File: src/rtl/satagtx_clk_seq.sv
// Per-lane GTX/usrclk clock-reset sequencer with timeout/retry, fail latch and lock-loss recovery.
// Define SATAGTX_CLK_SEQ_STATUS_EN to build the per-lane saturating lock-loss counters.
module satagtx_clk_seq #(
    parameter int unsigned C_NUM_LANES = 1,
    parameter int unsigned C_RST_PULSE = 16,
    parameter int unsigned C_LOCK_WAIT = 1024,
    parameter int unsigned C_TIMEOUT   = 65536,
    parameter int unsigned C_MAX_RETRY = 7,
    parameter int unsigned C_CNT_W     = 17
) (
    input  logic                       clk,
    input  logic                       rst_n,
    input  logic [C_NUM_LANES-1:0]     plllkdet_in,
    input  logic [C_NUM_LANES-1:0]     clksrc_locked_in,
    input  logic [C_NUM_LANES-1:0]     restart_in,
    output logic [C_NUM_LANES-1:0]     gtx_reset_out,
    output logic [C_NUM_LANES-1:0]     clksrc_reset_out,
    output logic [C_NUM_LANES-1:0]     lane_ready_out,
    output logic [C_NUM_LANES-1:0]     lane_fail_out,
    output logic [8*C_NUM_LANES-1:0]   loss_cnt_out
);

    typedef enum logic [2:0] {
        ST_RESET_GTX,
        ST_WAIT_PLL,
        ST_WAIT_CLK,
        ST_SETTLE,
        ST_READY,
        ST_FAIL
    } state_t;

    localparam logic [C_CNT_W-1:0] RST_LAST    = C_CNT_W'(C_RST_PULSE - 1);
    localparam logic [C_CNT_W-1:0] SETTLE_LAST = C_CNT_W'(C_LOCK_WAIT - 1);
    localparam logic [C_CNT_W-1:0] TO_LAST     = C_CNT_W'(C_TIMEOUT - 1);
    localparam logic [C_CNT_W-1:0] CNT_ONE     = C_CNT_W'(1);
    // Lock samples still in the synchroniser were taken while the PLL/DCM was held in
    // reset, so a lock is only trusted from the third cycle after the reset is released.
    localparam logic [C_CNT_W-1:0] STALE       = C_CNT_W'(2);
    localparam logic [3:0]         MAX_RETRY   = 4'(C_MAX_RETRY);

    for (genvar i = 0; i < C_NUM_LANES; i++) begin : g_lane
        logic [1:0]         pll_sync;
        logic [1:0]         clk_sync;
        logic               pll_s;
        logic               clk_s;
        state_t             state;
        state_t             state_nxt;
        logic [C_CNT_W-1:0] cnt;
        logic [C_CNT_W-1:0] cnt_nxt;
        logic [3:0]         retry;
        logic [3:0]         retry_nxt;
        logic               timeout;
        logic               gtx_q;
        logic               clksrc_q;
        logic               ready_q;
        logic               fail_q;

        always_ff @(posedge clk or negedge rst_n) begin
            if (!rst_n) begin
                pll_sync <= '0;
                clk_sync <= '0;
            end else begin
                pll_sync <= {pll_sync[0], plllkdet_in[i]};
                clk_sync <= {clk_sync[0], clksrc_locked_in[i]};
            end
        end

        assign pll_s = pll_sync[1];
        assign clk_s = clk_sync[1];

        always_comb begin
            state_nxt = state;
            retry_nxt = retry;
            timeout   = 1'b0;
            case (state)
                ST_RESET_GTX: begin
                    if (cnt == RST_LAST) state_nxt = ST_WAIT_PLL;
                end
                ST_WAIT_PLL: begin
                    if (pll_s && (cnt >= STALE)) state_nxt = ST_WAIT_CLK;
                    else if (cnt == TO_LAST)     timeout   = 1'b1;
                end
                ST_WAIT_CLK: begin
                    if (!pll_s)                       state_nxt = ST_WAIT_PLL;
                    else if (clk_s && (cnt >= STALE)) state_nxt = ST_SETTLE;
                    else if (cnt == TO_LAST)          timeout   = 1'b1;
                end
                ST_SETTLE: begin
                    if (!(pll_s && clk_s)) begin
                        state_nxt = ST_WAIT_PLL;
                    end else if (cnt == SETTLE_LAST) begin
                        state_nxt = ST_READY;
                        retry_nxt = '0;
                    end
                end
                ST_READY: begin
                    if (!(pll_s && clk_s)) state_nxt = ST_RESET_GTX;
                end
                ST_FAIL: begin
                    state_nxt = ST_FAIL;
                end
                default: begin
                    state_nxt = ST_RESET_GTX;
                end
            endcase

            if (timeout) begin
                if (retry < MAX_RETRY) begin
                    retry_nxt = retry + 4'd1;
                    state_nxt = ST_RESET_GTX;
                end else begin
                    state_nxt = ST_FAIL;
                end
            end

            if (restart_in[i]) begin
                state_nxt = ST_RESET_GTX;
                retry_nxt = '0;
            end

            if (restart_in[i] || (state_nxt != state))     cnt_nxt = '0;
            else if ((state == ST_READY) || (state == ST_FAIL)) cnt_nxt = cnt;
            else                                           cnt_nxt = cnt + CNT_ONE;
        end

        always_ff @(posedge clk or negedge rst_n) begin
            if (!rst_n) begin
                state    <= ST_RESET_GTX;
                cnt      <= '0;
                retry    <= '0;
                gtx_q    <= 1'b1;
                clksrc_q <= 1'b1;
                ready_q  <= 1'b0;
                fail_q   <= 1'b0;
            end else begin
                state    <= state_nxt;
                cnt      <= cnt_nxt;
                retry    <= retry_nxt;
                gtx_q    <= (state_nxt == ST_RESET_GTX) || (state_nxt == ST_FAIL);
                clksrc_q <= (state_nxt == ST_RESET_GTX) || (state_nxt == ST_WAIT_PLL) ||
                            (state_nxt == ST_FAIL);
                ready_q  <= (state_nxt == ST_READY);
                fail_q   <= (state_nxt == ST_FAIL);
            end
        end

        assign gtx_reset_out[i]    = gtx_q;
        assign clksrc_reset_out[i] = clksrc_q;
        assign lane_ready_out[i]   = ready_q;
        assign lane_fail_out[i]    = fail_q;

`ifdef SATAGTX_CLK_SEQ_STATUS_EN
        logic       lost;
        logic [7:0] loss_q;

        assign lost = (state == ST_READY) && !(pll_s && clk_s) && !restart_in[i];

        always_ff @(posedge clk or negedge rst_n) begin
            if (!rst_n)                      loss_q <= '0;
            else if (lost && (loss_q != '1)) loss_q <= loss_q + 8'd1;
        end

        assign loss_cnt_out[8*i +: 8] = loss_q;
`else
        assign loss_cnt_out[8*i +: 8] = '0;
`endif
    end

endmodule

File: config.mk
export PLATFORM = sky130hd
export DESIGN_NAME = satagtx_clk_seq
export DESIGN_NICKNAME = d
export VERILOG_FILES = /design/src/rtl/satagtx_clk_seq.sv
export SDC_FILE = /design/constraint.sdc
export NUM_CORES = 1
export LEC_CHECK = 0
export ABC_AREA = 1
export ABC_CLOCK_PERIOD_IN_PS = 2100
export CAP_MARGIN = 20
export CORE_MARGIN = 5
export CORE_UTILIZATION = 52
export CTS_CLUSTER_DIAMETER = 120
export DETAILED_ROUTE_END_ITERATION = 12
export MAX_ROUTING_LAYER = met4
export PLACE_DENSITY_LB_ADDON = 0.15
export SYNTH_ARGS = -nofsm -noshare
export SYNTH_HDL_FRONTEND = slang
export SYNTH_SLANG_ARGS = --single-unit
File: constraint.sdc
create_clock -name clk -period 2.1 [get_ports clk]
set_input_delay 0.21 -clock clk [delete_from_list [all_inputs] [get_ports clk]]
set_output_delay 0.21 -clock clk [all_outputs]
set_load 0.02 [all_outputs]
==> summary.md <==
| Metric | Value |
|---|---|
| Max Buffers Root-to-Sink | `2` |
| Largest family of logic cells by synthesized area | `simple AND/OR/NAND/NOR gates` |
| Min Tclk post-route | `2160 ps` |
| RSZ-0062 raised after global routing | `yes` |
| Status | `finished with violations` |
| Fin worst setup slack | `-55.7 ps` |
| Initial Utilization | `roughly 54%` |
| Final Hold Viols | `0` |
| Hold Crit Class | `primary input to asynchronous set/reset pin` |
| CTS buffer count | `5` |
| First-pass GRT wire length | `6.53 mm` |
| Final Setup Violations | `17` |
| Antenna diodes | `0` |
| WS Path Type | `flip-flop to flip-flop` |
| TritonCTS clock tree | `done` |
| Critical Path End Type | `flip-flop` |
| Final Instance Area | `roughly 0.0024 mm2` |
| CP arrival | `roughly 2400 ps` |
| Fraction of layout cells with a size suffix above 1 | `between 30% and 40%` |
| Synth top area cells | `dfrtp_1 (38%), nor2_4 (6.9%), nand2_1 (4.8%)` |
| Post-synth EDFFs | `0` |
| Post-synthesis async set-or-reset flop share | `100%` |
| Total power | `about 1.2 mW` |
| Largest area contributor in the synthesized netlist | `dfrtp_1` |
| TritonCTS Sinks | `32` |
| Fin crit share | `103%` |
| CTS Hold Bufs | `0` |
| Peak supply drop | `0.000425 V` |
| Worst R2R Setup Slack | `-60 ps` |
| Synthesized flop and latch total | `32` |
| Vias in the first global route | `1500` |
| Core ar. | `~0.0037 mm2` |
| Avg WL per Cell | `~13 um` |
| Dpl cell area | `around 0.0022 mm2` |
| Width of the die | `approximately 71 um` |
| CTS root buf | `clkbuf_8` |
| Fill cell count | `around 290` |
| Simple-gate share of the synthesized area | `36.6%` |
| Total track usage | `roughly 17%` |
| Slew Limit Fails | `0` |
| Leakage power | `1.08 nW` |
| Via density | `roughly 5.1` |
| Post-Syn Instances | `around 220` |
| Yosys warns | `0` |
| CP Launch Type | `flip-flop` |
| DRC errors left | `0` |
| Gpl congestion | `~0.92` |
| FMAX | `roughly 0.46 GHz` |
| DRT Wirelength | `3.78 mm` |
| Routed Antenna Nets | `0` |
| Die Span Y | `slightly above 70 um` |
| Initial antenna violation count | `0` |
| # rows | `22` |
| Clock skew | `between 6 and 7 ps` |
| Die ar. | `approximately 0.0051 mm2` |
| Compound-gate portion of the synthesized area | `~5%` |
| Clock Latency Late Sink | `between 200 and 300 ps` |
| GRT overflow | `0` |
| Share of the synthesized area in the top cell type | `around two fifths` |
| Mux cell area share after synthesis | `0%` |
| Area Overhead vs Synth | `21.3%` |
| Most frequent cell after synthesis | `dfrtp_1` |
| Post-synthesis adder-cell area fraction | `under 10%` |
| Via count | `approximately 1500` |
| Fin nets | `259` |
| Pwr dens | `just over 500 mW/mm2` |
| Max cap viols | `0` |
| I/O pin total | `17` |
| Pin count of the biggest net entering global routing | `33` |
| Violated checks | `setup timing` |
| H-Tree Depth | `2` |
| Synthesized cell area | `between 0.0015 and 0.002 mm2` |
| Synth cell count leaders | `dfrtp_1 (30), nand2_1 (25), nor2_1 (25)` |
| Final HPWL DP | `between 2 and 3 mm` |
| Initial DRC count | `40` |
| Clock transition at the registers of the reported paths | `about 60 ps` |
| Cell variety after synth | `33` |
| XOR/XNOR share of the synthesized area | `under 10%` |
| Worst Path Max Fanout | `8` |
| Synth Area per Inst | `9.09 um2` |
| Sequential share of the synthesized area | `40.9%` |
| I/O Buffers | `8` |
| Primary FF master, synth | `dfrtp_1` |
| DR pass1 iterations | `4` |
| Worst Path Required | `between 2000 and 2500 ps` |
## metrics by stage
stage	utilization [%]	setup TNS (ps)	hold WS (ps)	worst slack [ps]	instances
final	65.1	-604	329	-55.7	299
after floorplan	-	0	-85.6	7.19	223
after CTS	63.8	-1130	341	-84.0	298
after global placement	59.1	-724	338	-50.9	283
after detailed placement	59.1	-1540	344	-135	283
after global routing	65.1	-3560	368	-214	299
## routing by layer
metal	track usage, %	wire [um]	up-vias
met4	6.68	65	0
met2	27.9	1890	36
li1	-	-	742
met3	5.05	211	9
met1	19.1	1610	723
met5	-	0	-
## sequential cells by signal (all words and copies together), names as in the netlist
register and flops:
g_lane.state 3, lane_ready_out 1, gtx_reset_out 1, g_lane.retry 4, g_lane.cnt 17, g_lane.pll_sync 2
clksrc_reset_out 1, lane_fail_out 1, g_lane.clk_sync 2
## path summary, 6_finish.rpt
kind,startpoint,end,cells after the start
worst max-delay path,g_lane[0].cnt[0]$_DFFE_PN0P_,g_lane[0].cnt[10]$_DFFE_PN0P_,17
worst min-delay path,rst_n,g_lane[0].cnt[2]$_DFFE_PN0P_,2
worst max register to register,g_lane[0].cnt[0]$_DFFE_PN0P_,g_lane[0].cnt[10]$_DFFE_PN0P_,17
worst min register to register,g_lane[0].pll_sync[0]$_DFF_PN0_,g_lane[0].pll_sync[1]$_DFF_PN0_,0
max in group asynchronous,rst_n,gtx_reset_out$_DFF_PN1_,2
min in group clk,g_lane[0].pll_sync[0]$_DFF_PN0_,g_lane[0].pll_sync[1]$_DFF_PN0_,0
## cells in the final DEF (no fill, tap or decap), types with 5 or more instances in the layout
cell / Yosys / routed
inv_2: 4 / 5
xnor2_1: 6 / 6
xor2_1: 8 / 8
conb_1: 1 / 8
clkdlybuf4s50_1: 0 / 8
nor2_1: 25 / 21
clkbuf_8: 0 / 6
buf_4: 8 / 20
a21oi_1: 5 / 5
dfrtp_1: 30 / 30
nor2_2: 6 / 8
inv_1: 20 / 19
nand2_2: 13 / 11
nand4_1: 7 / 7
nand2_4: 4 / 5
nor2_4: 12 / 14
nand2_1: 25 / 25
nand3_1: 13 / 12
## final cells by class
cell class | count | area (um2) | area share (%)
repair buffers | 28 | 230 | 9.66
flip-flops and latches | 32 | 803 | 33.7
multi-input cells | 159 | 1110 | 46.5
well taps | 48 | 60.1 | 2.52
clock buffers | 8 | 90.1 | 3.78
inverters | 24 | 90.1 | 3.78
## cells by family (layout without fill, tap and decap cells)
group,count (synthesis),in the layout
AOI/OAI and AO/OA,15,15
xor gates and xnor gates,14,14
adders and majority gates,4,4
buffers and inverters,33,60
DFF,32,32
other,1,8
and+or+nand+nor,117,118
## timing repair
action / CTS / global route
setup endpoints to repair: 17 / 23
pin swaps: 1 / 4
gates resized for setup: 6 / 7
gates cloned: 1 / 0
setup buffers: 6 / 1
## critical path, cell delays in order (launching register included)
cell     delay (ps)
dfrtp_1         410
inv_1            60
ha_1            200
nor2_1           90
nand2_1          70
nor2_2          110
nand2_2          90
nand2_2          70
nand2_2          70
nand2_4         110
nand2_4          70
nand2_4          70
nand3_4          60
nand2_2          70
nand2_2          60
nor2_4          220
nand2_8         160
nor2_4          100
## power breakdown
| part | switching (mW) | internal, mW |
|---|---|---|
| combinational | 0.0733 | 0.0389 |
| clock | 0.201 | 0.267 |
| sequential | 0.00912 | 0.626 |
No activity file was read; power rests on OpenSTA's default activity.
